### config.mk
export PLATFORM = sky130hd
export DESIGN_NAME = avalon_mm_arbiter
export DESIGN_NICKNAME = d
export VERILOG_FILES = /design/src/rtl/avalon_mm_arbiter.sv
export SDC_FILE = /design/constraint.sdc
export NUM_CORES = 1
export LEC_CHECK = 0
export CORE_AREA = 4 4 158 160
export CTS_CLUSTER_DIAMETER = 30
export DETAILED_ROUTE_END_ITERATION = 8
export DIE_AREA = 0 0 162 164
export PLACE_DENSITY = 0.56
export SYNTH_ARGS = -nofsm -noshare
export SYNTH_HDL_FRONTEND = slang
export SYNTH_SLANG_ARGS = --single-unit
### constraint.sdc
create_clock -name clk -period 2.1 [get_ports clk]
set_input_delay 0.21 -clock clk [delete_from_list [all_inputs] [get_ports clk]]
set_output_delay 0.21 -clock clk [all_outputs]
set_load 0.1 [all_outputs]
### src/rtl/avalon_mm_arbiter.sv
// Three-host to one-agent Avalon-MM arbiter with grant lock while the agent stalls.
// Policy is fixed priority (h0 > h1 > h2) unless ARBITER_ROUND_ROBIN_EN is defined.
module avalon_mm_arbiter #(
    parameter int AW = 32,
    parameter int DW = 32
) (
    input  logic            clk,
    input  logic            rst,
    input  logic            h0_avn_read,
    input  logic            h0_avn_write,
    input  logic [AW-1:0]   h0_avn_address,
    input  logic [DW/8-1:0] h0_avn_byte_enable,
    input  logic [DW-1:0]   h0_avn_writedata,
    output logic [DW-1:0]   h0_avn_readdata,
    output logic            h0_avn_waitrequest,
    input  logic            h1_avn_read,
    input  logic            h1_avn_write,
    input  logic [AW-1:0]   h1_avn_address,
    input  logic [DW/8-1:0] h1_avn_byte_enable,
    input  logic [DW-1:0]   h1_avn_writedata,
    output logic [DW-1:0]   h1_avn_readdata,
    output logic            h1_avn_waitrequest,
    input  logic            h2_avn_read,
    input  logic            h2_avn_write,
    input  logic [AW-1:0]   h2_avn_address,
    input  logic [DW/8-1:0] h2_avn_byte_enable,
    input  logic [DW-1:0]   h2_avn_writedata,
    output logic [DW-1:0]   h2_avn_readdata,
    output logic            h2_avn_waitrequest,
    output logic            s_avn_read,
    output logic            s_avn_write,
    output logic [AW-1:0]   s_avn_address,
    output logic [DW/8-1:0] s_avn_byte_enable,
    output logic [DW-1:0]   s_avn_writedata,
    input  logic [DW-1:0]   s_avn_readdata,
    input  logic            s_avn_waitrequest,
    output logic [2:0]      grant
);

    typedef enum logic {
        S_IDLE,
        S_LOCKED
    } state_t;

    state_t     state_q, state_d;
    logic [2:0] lock_grant_q, lock_grant_d;
    logic [1:0] last_q, last_d;
    logic [2:0] req;
    logic [2:0] pick;
    logic [2:0] grant_c;

    assign req = {h2_avn_read | h2_avn_write,
                  h1_avn_read | h1_avn_write,
                  h0_avn_read | h0_avn_write};

`ifdef ARBITER_ROUND_ROBIN_EN
    // Search starts one past the last completed host and wraps.
    always_comb begin
        pick = 3'b000;
        case (last_q)
            2'd0: begin
                if (req[1])      pick = 3'b010;
                else if (req[2]) pick = 3'b100;
                else if (req[0]) pick = 3'b001;
            end
            2'd1: begin
                if (req[2])      pick = 3'b100;
                else if (req[0]) pick = 3'b001;
                else if (req[1]) pick = 3'b010;
            end
            default: begin
                if (req[0])      pick = 3'b001;
                else if (req[1]) pick = 3'b010;
                else if (req[2]) pick = 3'b100;
            end
        endcase
    end
`else
    always_comb begin
        pick = 3'b000;
        if (req[0])      pick = 3'b001;
        else if (req[1]) pick = 3'b010;
        else if (req[2]) pick = 3'b100;
    end
`endif

    always_comb begin
        state_d      = state_q;
        lock_grant_d = lock_grant_q;
        last_d       = last_q;
        grant_c      = (state_q == S_LOCKED) ? lock_grant_q : pick;
        if (state_q == S_IDLE) begin
            if ((|pick) && s_avn_waitrequest) begin
                state_d      = S_LOCKED;
                lock_grant_d = pick;
            end
        end else if (!s_avn_waitrequest) begin
            state_d      = S_IDLE;
            lock_grant_d = 3'b000;
        end
        if ((|grant_c) && !s_avn_waitrequest) begin
            last_d = grant_c[2] ? 2'd2 : (grant_c[1] ? 2'd1 : 2'd0);
        end
    end

    always_ff @(posedge clk) begin
        if (rst) begin
            state_q      <= S_IDLE;
            lock_grant_q <= 3'b000;
            last_q       <= 2'd2;
        end else begin
            state_q      <= state_d;
            lock_grant_q <= lock_grant_d;
            last_q       <= last_d;
        end
    end

    // Reset gates the grant so the agent sees no request in the reset cycle.
    assign grant = rst ? 3'b000 : grant_c;

    assign s_avn_read  = (grant[0] & h0_avn_read)  | (grant[1] & h1_avn_read)  | (grant[2] & h2_avn_read);
    assign s_avn_write = (grant[0] & h0_avn_write) | (grant[1] & h1_avn_write) | (grant[2] & h2_avn_write);

    assign s_avn_address     = ({AW{grant[0]}} & h0_avn_address)
                             | ({AW{grant[1]}} & h1_avn_address)
                             | ({AW{grant[2]}} & h2_avn_address);
    assign s_avn_byte_enable = ({(DW/8){grant[0]}} & h0_avn_byte_enable)
                             | ({(DW/8){grant[1]}} & h1_avn_byte_enable)
                             | ({(DW/8){grant[2]}} & h2_avn_byte_enable);
    assign s_avn_writedata   = ({DW{grant[0]}} & h0_avn_writedata)
                             | ({DW{grant[1]}} & h1_avn_writedata)
                             | ({DW{grant[2]}} & h2_avn_writedata);

    assign h0_avn_readdata = s_avn_readdata;
    assign h1_avn_readdata = s_avn_readdata;
    assign h2_avn_readdata = s_avn_readdata;

    assign h0_avn_waitrequest = grant[0] ? s_avn_waitrequest : 1'b1;
    assign h1_avn_waitrequest = grant[1] ? s_avn_waitrequest : 1'b1;
    assign h2_avn_waitrequest = grant[2] ? s_avn_waitrequest : 1'b1;

endmodule

Yosys cells after proc, flatten, opt, wreduce, memory -nomap -nowiden
Cells that the tools add are included.
{ "op_classes": {"n_eq_ne": 1, "n_mux": 14, "bitwise": 28, "reduce_logical": 4} }
{ "ops": {"columns": ["operator", "count"], "rows": [
  ["bitwise AND 32 bit", 6],
  ["bitwise OR 32 bit", 4],
  ["2-to-1 mux 3 bit", 8],
  ["bitwise AND 4 bit", 3],
  ["bitwise OR 4 bit", 2],
  ["bitwise OR 1 bit", 7],
  ["bitwise AND 1 bit", 6],
  ["2-to-1 mux 1 bit", 6],
  ["OR reduction 3 bit", 1],
  ["inequality test 2 bit (second input constant)", 1],
  ["AND reduction 2 bit", 1],
  ["nonzero test 2 bit", 1],
  ["logical AND 1 bit", 1]
]} }
{ "totals": {"ff_bits": 4, "out_inout_bits": 172} }

Longest topological paths before layout
{ "depth": {"ltp_word": 9, "depth_mapped": 7, "mapped_depth_nobuf": 3} }

Worst setup path before layout
No wires, ideal clock.
{ "synth_path": {"kind": "reg2out", "start": "register state_q", "end": "output port h0_avn_waitrequest", "t_arrival_ns": 4.401, "path_slack_ns": -2.511, "stages_incl_launch_ff": 8, "path_cell_list": "dfxtp_1 -> buf_6 -> nor2b_1 -> clkbuf_1 -> buf_2 -> buf_2 -> nor3_1 -> nand2_1"} }
{ "synth_between": {"elab_chain_len": 3} }
{ "synth_lines": {"columns": ["item", "line_no", "rtl"], "rows": [
  ["start, declared", "45", "state_t state_q, state_d;"],
  ["start signal, assigned", "112", "state_q <= state_d;"],
  ["2-to-1 mux 3 bit", "91", "grant_c = (state_q == S_LOCKED) ? lock_grant_q : pick;"],
  ["2-to-1 mux 3 bit", "119", "assign grant = rst ? 3'b000 : grant_c;"],
  ["via grant[0]", "37", "output logic [2:0] grant"],
  ["2-to-1 mux 1 bit", "138", "assign h0_avn_waitrequest = grant[0] ? s_avn_waitrequest : 1'b1;"],
  ["end, declared", "15", "output logic h0_avn_waitrequest,"]
]} }
The timed path passes the listed nets, and every way through them passes these cells.

Worst setup path after layout
{ "layout_path": {"start": "register state_q", "end": "output port s_avn_writedata[9]"} }
{ "layout_between": {"elab_chain_len": 5, "elab_cells_between_ends": 7, "classes_between": "mux (2); bitwise (5)"} }
{ "layout_lines": {"columns": ["item", "line_no", "rtl"], "rows": [
  ["2-to-1 mux 3 bit *", "91", null],
  ["2-to-1 mux 3 bit *", "119", null],
  ["bitwise AND 32 bit (on tied branches)", "130, 131", null],
  ["bitwise OR 32 bit", "131", "| ({DW{grant[1]}} & h1_avn_writedata)"],
  ["bitwise OR 32 bit *", "132", "| ({DW{grant[2]}} & h2_avn_writedata);"],
  ["end, declared", "34", "output logic [DW-1:0] s_avn_writedata,"]
]} }
Mark *: on every way between the ends. The rest lies on a longest branch, timed or not.

==> metrics.txt <==
status finished with violations; failing checks setup timing; post-synthesis register bit count 4; Async S/R FF share, synth 0%; hold endpoint lock_grant_q[2]$_SDFFE_PP0P_; Peak VDD IR about 0.00021 V; first-pass GRT wire length 24600 um; worst rel slew slack 69.1%; critical path launch point type register; top_reg_cell synth dfxtp_1; post-synthesis cell type count 32; DR pass1 iterations 5; Nets 787; Post-Syn Nets approximately 570; clock-pin transition on the worst setup and hold timing paths roughly 0.03 ns; Routed WL per cell between 15 and 20 um; FF-to-FF Start state_q$_SDFF_PP0_; Max-cap violations 0; drt drc 0; setup ws final -0.277 ns; io pins 417; Synth Area per Inst roughly 8.2 um2; Initial Utilization between 10% and 20%; Finished Layout Cells ~860; DIE HEIGHT ~160 um; area post-placement 7130 um2; CTS tree yes; initial antenna violation count 0; Commonest cells post-synth buf_4, nor4b_1, a221o_1; RSZ-0062 raised after global routing yes; post-DR vias/cell roughly 4.3; detailed-route via count approximately 3700; Hold Startpoint rst; Post-synth EDFFs 0; power density over cell area 371 nW/um2; core footprint between 20000 and 25000 um2; vias in the first global route 4132; sequential share of the synthesized area 3.05%; DP Wirelength roughly 14000 um; Mapped Area between 2000 and 3000 um2; most common cell in the synthesized netlist buf_4; largest net degree at the start of global routing 50; Post-Place Setup Slack -0.321 ns; cts hold-fix bufs 0; worst-case reg-to-reg path depth 5; root buffer cell clkbuf_16; total CTS buffers 3; Max Slew Vio Count 0; Area contributors post-synth buf_4, a221o_1, nor4b_1, buf_6, clkbuf_1; CP Data Required Time approximately 1.9 ns; Clock Skews 0.00323 ns; worst skew pair latency 0.22 ns; Tightest Pin Transition approximately 0.46 ns; Final Cell Area 7410 um2; CP Class register to primary output; ANT nets after route 0; die area 26600 um2; synthesized instance count around 320; area delta synth->final 182%; first-iteration detailed-routing DRC count ~140; IO buf count approximately 290; Yosys top cell by area buf_4; Die Wd 162 um; drt total wl about 17000 um; Tot GR Track Use around an eighth; Reg-to-Reg End lock_grant_q[1]$_SDFFE_PP0P_; clock sink count 4; Tmin final approximately 2.4 ns; layout cells sized above 1 42.4%; Cell Rows 56; crit path DAT about 2.2 ns; Synth top area share between 20 and 30%; leakage power 2.71 nW; critical path peak fanout 11; fmax ~0.42 GHz; H-tree Lvls 1; Tightest Hold Check Type input pin to register; DP Cell Count ~850; Hold Vio Cnt, Final 0; diode count 0; Reg2Reg Setup Slack 0.55 ns; Hold Crit Depth 3; GRT Residual Overflow 0; setup violators final 70; total power 2.75 mW; CP Capture Type primary output; Placer Congestion 0.776; Bufs on Longest Clock Path 2; final period utilization 113%; yosys warns 0
==> how the worst max path moves through the flow <==
| stage | slack [ns] | end | from | depth (start not counted) |
|---|---|---|---|---|
| detailed placement | -0.32 | s_avn_address[4] | h0_avn_write | 6 |
| finish | -0.28 | s_avn_writedata[9] | state_q$_SDFF_PP0_ | 7 |
| CTS | -0.28 | s_avn_writedata[9] | state_q$_SDFF_PP0_ | 7 |
| floorplan | -0.27 | h0_avn_waitrequest | state_q$_SDFF_PP0_ | 7 |
| global route | -0.33 | s_avn_writedata[12] | state_q$_SDFF_PP0_ | 7 |
| global placement | -0.33 | s_avn_byte_enable[3] | h0_avn_read | 8 |
==> state kept, by name, summed over array words and instances (netlist names) <==
signal	cells
lock_grant_q	3
state_q	1
==> power by group <==
part	switching (mW)	total (mW)	internal (mW)
sequential	0.00343	0.0834	0.0800
clock	0.0549	0.298	0.243
combinational	1.26	2.37	1.10
total	1.32	2.75	1.43
==> repair_timing <==
| action | 4_1_cts | 5_1_grt |
|---|---|---|
| setup endpoints to repair | 72 | 70 |
| buffers inserted | 4 | 0 |
| gates resized for setup | 20 | 0 |
| gates cloned | 4 | 0 |
| pin swaps | 10 | 2 |
==> cells by family (layout without fill, tap and decap cells) <==
logic type             Yosys count  count (layout)  synth area share, %
buffers and inverters          139             357                 36.5
AND/OR/NAND/NOR                 92              92                 28.3
AO/OA/AOI/OAI                   87              87                 32.2
flip-flops                       4               4                 3.05
==> cell type report <==
type | instances | area (um2)
inverter | 1 | 3.75
tap | 319 | 399
fill | 2427 | 16000
clock buffer | 3 | 75.1
sequential | 4 | 81.3
timing repair buffer | 353 | 4420
multi-input combinational | 179 | 2430
==> layout by cell type (no fill, tap or decap), types with 3 or more instances in the layout <==
| cell | instances |
|---|---|
| clkdlybuf4s50_1 | 209 |
| nand2_4 | 3 |
| o21ai_0 | 3 |
| buf_12 | 89 |
| buf_16 | 4 |
| a32oi_1 | 4 |
| buf_4 | 40 |
| dfxtp_1 | 3 |
| nor4b_1 | 69 |
| buf_6 | 8 |
| nor2_1 | 3 |
| clkbuf_16 | 3 |
| a221o_4 | 68 |
==> critical path, cell delays in order, from the launching register on <==
cell and delay [ns]:
dfxtp_2 0.32, or4_4 0.54, o32ai_4 0.26, buf_6 0.14, buf_12 0.14, buf_12 0.16
a221o_4 0.19, buf_12 0.17
==> through the flow <==
| step | hold slack [ns] | setup TNS [ns] | util, % |
|---|---|---|---|
| 3_3_place_gp | 0.421 | -19.30 | 30.5 |
| 2_1_floorplan | 0.327 | -6.08 | - |
| 4_1_cts | 0.401 | -15.66 | 31.7 |
| 5_1_grt | 0.420 | -18.52 | 31.7 |
| 6_report | 0.401 | -14.47 | 31.7 |
| 3_5_place_dp | 0.421 | -19.97 | 30.5 |
==> routing by layer <==
| metal | vias to the layer above | GRT usage [%] | part of all wire [%] |
|---|---|---|---|
| met2 | 212 | 21.5 | 51 |
| met4 | 0 | 2.54 | 1.8 |
| li1 | 1659 | - | - |
| met1 | 1777 | 13.8 | 38 |
| met5 | - | 0 | 0 |
| met3 | 38 | 3.64 | 9.1 |
(Power assumes the default switching activity.)
